### src/rtl/l1_dcache_pkg.sv
// Shared definitions for the L1 dcache request/response adapters.
// Size encodings, adapter state encoding and byte-count helper.
package l1_dcache_pkg;

    localparam logic [1:0] SZ_B = 2'b00;
    localparam logic [1:0] SZ_H = 2'b01;
    localparam logic [1:0] SZ_W = 2'b10;
    localparam logic [1:0] SZ_D = 2'b11;

    typedef enum logic [1:0] {
        IDLE      = 2'd0,
        WAIT_RESP = 2'd1,
        HOLD      = 2'd2
    } state_t;

    function automatic logic [3:0] bytes_of(input logic [1:0] size);
        return 4'd1 << size;
    endfunction

endpackage

### src/rtl/l1_load_align.sv
// Load data aligner: shifts the raw 64-bit word down to the access
// offset and sign- or zero-extends it to the access size.
module l1_load_align
    import l1_dcache_pkg::*;
(
    input  logic [63:0] data,
    input  logic [2:0]  addr_lo,
    input  logic [1:0]  size,
    input  logic        uns,
    output logic [63:0] result
);

    logic [63:0] shifted;

    // Shift to the byte offset, then extend from the access width.
    always_comb begin
        shifted = data >> {addr_lo, 3'b000};
        result  = shifted;
        unique case (size)
            SZ_B: result = {{56{shifted[7] & ~uns}}, shifted[7:0]};
            SZ_H: result = {{48{shifted[15] & ~uns}}, shifted[15:0]};
            SZ_W: result = {{32{shifted[31] & ~uns}}, shifted[31:0]};
            SZ_D: result = shifted;
        endcase
    end

endmodule

### src/rtl/l1_dcache_resp_adapter.sv
// Return path of the L1 dcache adapter: tracks one outstanding request,
// aligns load data, handles nack replay and timeouts, holds the response.
module l1_dcache_resp_adapter
    import l1_dcache_pkg::*;
#(
    parameter int TIMEOUT_CYCLES = 256,
    parameter int CNT_W          = 9
) (
    input  logic        clk,
    input  logic        rst,
    input  logic        req_fire_i,
    input  logic        req_is_load_i,
    input  logic [1:0]  req_size_i,
    input  logic        req_unsigned_i,
    input  logic [2:0]  req_addr_lo_i,
    output logic        req_rdy_o,
    input  logic        resp_valid_i,
    input  logic        resp_nack_i,
    input  logic [63:0] resp_data_i,
    output logic        rsp_valid_o,
    output logic        rsp_is_load_o,
    output logic [63:0] rsp_data_o,
    output logic        rsp_err_o,
    output logic        rsp_misaligned_o,
    input  logic        core_ack_i,
    output logic        replay_o,
    output logic        spurious_o
);

    state_t           state;
    state_t           state_nx;
    logic [CNT_W-1:0] cnt;
    logic             m_is_load;
    logic             m_uns;
    logic [1:0]       m_size;
    logic [2:0]       m_addr;
    logic [63:0]      data_q;
    logic             err_q;
    logic             mis_q;
    logic             replay_q;
    logic             spur_q;
    logic [63:0]      aligned;
    logic             mis_req;
    logic             timeout;
    logic             fire;
    logic             hold;

    assign mis_req = ({1'b0, req_addr_lo_i} + bytes_of(req_size_i)) > 4'd8;
    assign timeout = cnt == CNT_W'(TIMEOUT_CYCLES - 1);
    assign fire    = (state == IDLE) && req_fire_i;
    assign hold    = state == HOLD;

    l1_load_align u_align (
        .data    (resp_data_i),
        .addr_lo (m_addr),
        .size    (m_size),
        .uns     (m_uns),
        .result  (aligned)
    );

    // Next-state decode; response beats nack, nack beats timeout.
    always_comb begin
        state_nx = state;
        unique case (state)
            IDLE: begin
                if (req_fire_i) state_nx = mis_req ? HOLD : WAIT_RESP;
            end
            WAIT_RESP: begin
                if (resp_valid_i)     state_nx = HOLD;
                else if (resp_nack_i) state_nx = IDLE;
                else if (timeout)     state_nx = HOLD;
            end
            HOLD: begin
                if (core_ack_i) state_nx = IDLE;
            end
            default: state_nx = IDLE;
        endcase
    end

    // State register.
    always_ff @(posedge clk) begin
        if (!rst) state <= IDLE;
        else      state <= state_nx;
    end

    // Saturating wait counter, cleared whenever a request issues.
    always_ff @(posedge clk) begin
        if (!rst) begin
            cnt <= '0;
        end else if (fire) begin
            cnt <= '0;
        end else if (state == WAIT_RESP && cnt != '1) begin
            cnt <= cnt + CNT_W'(1);
        end
    end

    // Request metadata; kept across a nack so the reissue matches.
    always_ff @(posedge clk) begin
        if (!rst) begin
            m_is_load <= 1'b0;
            m_uns     <= 1'b0;
            m_size    <= SZ_B;
            m_addr    <= 3'd0;
        end else if (fire) begin
            m_is_load <= req_is_load_i;
            m_uns     <= req_unsigned_i;
            m_size    <= req_size_i;
            m_addr    <= req_addr_lo_i;
        end
    end

    // Response payload, captured on the transition into HOLD.
    always_ff @(posedge clk) begin
        if (!rst) begin
            data_q <= '0;
            err_q  <= 1'b0;
            mis_q  <= 1'b0;
        end else if (fire) begin
            data_q <= '0;
            err_q  <= mis_req;
            mis_q  <= mis_req;
        end else if (state == WAIT_RESP) begin
            if (resp_valid_i) begin
                data_q <= m_is_load ? aligned : 64'd0;
                err_q  <= 1'b0;
                mis_q  <= 1'b0;
            end else if (!resp_nack_i && timeout) begin
                data_q <= '0;
                err_q  <= 1'b1;
                mis_q  <= 1'b0;
            end
        end
    end

    // One-cycle replay and spurious-response pulses.
    always_ff @(posedge clk) begin
        if (!rst) begin
            replay_q <= 1'b0;
            spur_q   <= 1'b0;
        end else begin
            replay_q <= (state == WAIT_RESP) && !resp_valid_i && resp_nack_i;
            spur_q   <= (state != WAIT_RESP) && (resp_valid_i || resp_nack_i);
        end
    end

    assign req_rdy_o        = state == IDLE;
    assign rsp_valid_o      = hold;
    assign rsp_is_load_o    = hold & m_is_load;
    assign rsp_data_o       = hold ? data_q : 64'd0;
    assign rsp_err_o        = hold & err_q;
    assign rsp_misaligned_o = hold & mis_q;
    assign replay_o         = replay_q;
    assign spurious_o       = spur_q;

endmodule

### config.mk
export PLATFORM = sky130hd
export DESIGN_NAME = l1_dcache_resp_adapter
export DESIGN_NICKNAME = d
export VERILOG_FILES = /design/src/rtl/l1_dcache_pkg.sv /design/src/rtl/l1_load_align.sv /design/src/rtl/l1_dcache_resp_adapter.sv
export SDC_FILE = /design/constraint.sdc
export NUM_CORES = 1
export LEC_CHECK = 0
export ABC_AREA = 0
export BUFFER_PORTS_ARGS = -buffer_cell sky130_fd_sc_hd__buf_2
export CAP_MARGIN = 15
export CORE_UTILIZATION = 55
export DETAILED_ROUTE_END_ITERATION = 6
export PLACE_DENSITY_LB_ADDON = 0.2
export SLEW_MARGIN = 40
export SYNTH_ARGS = -nofsm -noshare
export SYNTH_HDL_FRONTEND = slang
export SYNTH_SLANG_ARGS = --single-unit
### constraint.sdc
create_clock -name clk -period 2.7 [get_ports clk]
set_clock_uncertainty 0.2 [all_clocks]
set_input_delay 0 -clock clk [delete_from_list [all_inputs] [get_ports clk]]
set_output_delay 0 -clock clk [all_outputs]
set_load 0.1 [all_outputs]
==> flow_summary.toml <==
[clocking]
numCtsBuffers = 9
cts_buffer_depth = 2
cts_tree = "done"
cts_sinks = 86
root_buffer = "clkbuf_8"
htree_levels = 3
clk_pin_slew_ps = 80
clk_latency_ps = 370

[synth]
synth_edf_count = 0
yosysUniqueCellTypes = 61
ys_seq_area_share_pct = 28.1
yosysTopAreaCell = "dfxtp_1"
synth_seq_cells = 86
synthCells = 703
async_flop_share_pct = 0
avgSynthCellArea_sq_um = 8.70
synthTopCellsByArea = "dfxtp_1 (28%), mux4_2 (8.1%), nand2_1 (7.5%)"
syn-num-nets = 787
synth_top_cell_area_share_pct = 28.1
synth_flop_cell = "dfxtp_1"
yosysWarnings = 0
syn_area_sq_mm = 0.00612

[placed_design]
port_buffers = 147
finalWeightedCongestion = 0.911
hpwl_um = 13700

[timing]
clock.fmax_ghz = 0.407
min_period_over_period_pct = 91.0
setup-violations-final = 0
setup_tns_ps = 0
layout_min_cycle_time_ps = 2460
final_max_slew_viol_count = 0
rsz0062_at_grt = "no"
slew_headroom_pct = 61.8
final-hold-violation-count = 0
tightestPinTransition_ps = 572
hold-worst-slack_ps = 10.1

[finish]
drive_gt1_share_pct = 37.6
final_common_cell = "buf_2"
regArea_sq_mm = 0.00172
multi_input_area_sq_mm = 0.00403
syn2layout_area_growth_pct = 22.4
n_fill_cell = 898
nNetsFinal = 946
antenna_cells = 0
final_cell_mix = "buf_2 (147), nand2_1 (123), dfxtp_1 (84)"

[critical_path]
crit_type = "flip-flop to flip-flop"
crit_arrival_ps = 2510
critPathCaptureType = "flip-flop"
critPathMaxFanout = 4
crit_path_start_kind = "flip-flop"
worstPathRequired_ps = 2760

[power]
p_leak_nw = 3.24
ir_drop_v = 0.000302
power_density_mw_per_mm2 = 441

[die]
core_sq_mm = 0.0108
fp.dieW_um = 107
row_count = 38
initial_core_util_pct = 56.4
design.die.area_sq_mm = 0.0115
io_pins = 148
die_height_um = 107

[global_route]
grt_max_degree = 49
grt_pass1_wl_um = 28600
grtUsageTotal_pct = 32.2
grt_pass1_vias = 5719
grt.overflow.total = 0
antenna_found_initial = 0

[drt]
dr.pass1.iters = 5
wl_per_cell_um = 18.3
first_iter_violations = 405
drcViolationCount = 0
dr_total_vias = 5856
drt_wl_total_um = 18400
drt.antenna.violating_nets = 0
vias_per_cell = 5.82

[min_path]
hold_path.class = "primary input to flip-flop"

[flow_run]
cap_violations = 0

[outcome]
outcome = "finished, final reports clean"
## synthesized netlist by cell type, drive strengths merged, types with 3 or more instances
cell type / instances
or3: 3
nand2b: 4
mux2: 41
o22ai: 22
and3: 26
a21oi: 45
mux2i: 14
a22oi: 23
nand2: 124
mux4: 22
clkbuf: 25
nor3b: 5
xor2: 6
o21ai: 45
and2: 69
nor2: 51
ha: 6
nand4: 4
nand3b: 3
dfxtp: 86
inv: 5
nor2b: 14
buf: 34
## final timing paths
path	start	to	slack [ps]	depth (start not counted)
setup / recovery	cnt[0]	state[1]	240	11
setup reg to reg	cnt[0]	state[1]	240	11
hold / removal	resp_data_i[51]	data_q[43]	10	5
hold reg to reg	data_q[43]	data_q[43]	250	2
## worst max-delay path: stages (launching register included)
cell	delay (ps)
dfxtp_1	340
ha_1	230
nand3_1	100
nor2_2	60
ha_1	210
nor2b_1	150
o21ai_2	210
buf_6	140
nand2_1	50
nand2_1	60
dlygate4sd3_1	540
nand2_1	60
## cell type report
type	instances	area share (%)
clock buffer	11	1.89
clock inverter	5	1.10
inverter	5	0.251
multi-input combinational	553	53.8
sequential	86	23.0
tap	140	2.34
timing repair buffer	207	17.6
## power breakdown
part / total (W) / internal, W / leakage (nW) / switching [W]
clock: 0.00103 / 0.000549 / 0.113 / 0.000481
sequential: 0.00133 / 0.00129 / 0.696 / 0.0000350
combinational: 0.000941 / 0.000395 / 2.43 / 0.000546
## what timing repair did
item	CTS	global route
hold buffers	30	0
buffers inserted	0	2
hold endpoints to repair	34	0
resized for setup	0	2
setup endpoints to repair	0	1
## per-stage QoR
stage,setup WS [ps],std cells,utilization [%],cell area [sq um],power (W)
after floorplan,443,703,-,6120,0.00200
after detailed placement,390,959,64.0,6940,0.00224
after global placement,461,959,64.0,6940,0.00222
after global routing,69.0,1007,69.1,7490,0.00342
final,244,1007,69.1,7490,0.00330
after CTS,101,1005,68.8,7460,0.00329
## sequential cells by signal (all words and copies together) (netlist names)
register and count:
mis_q 1, data_q 64, m_addr 3, spurious_o 1, state 2, replay_o 1, m_size 2, m_uns 1
m_is_load 1, cnt 9, err_q 1
## routing by layer
layer	up-vias	part of all wire (%)	GRT usage, %
met4	0	2.9	14.2
met3	44	4.9	2.97
met5	-	0	0
met1	2823	44	41.8
li1	2785	-	-
met2	204	49	54.4
## cells by family (layout without fill, tap and decap cells)
logic type | count (synthesis) | count (layout) | share of synthesized area, %
xor+xnor | 7 | 7 | 1.00
compound gates | 148 | 148 | 18.9
simple gates | 314 | 314 | 26.1
fa+ha+maj | 7 | 7 | 1.55
buf+inv | 64 | 228 | 6.26
flops | 86 | 86 | 28.1
mux | 77 | 77 | 18.1
Note: power is estimated with default switching activity, not from simulation.
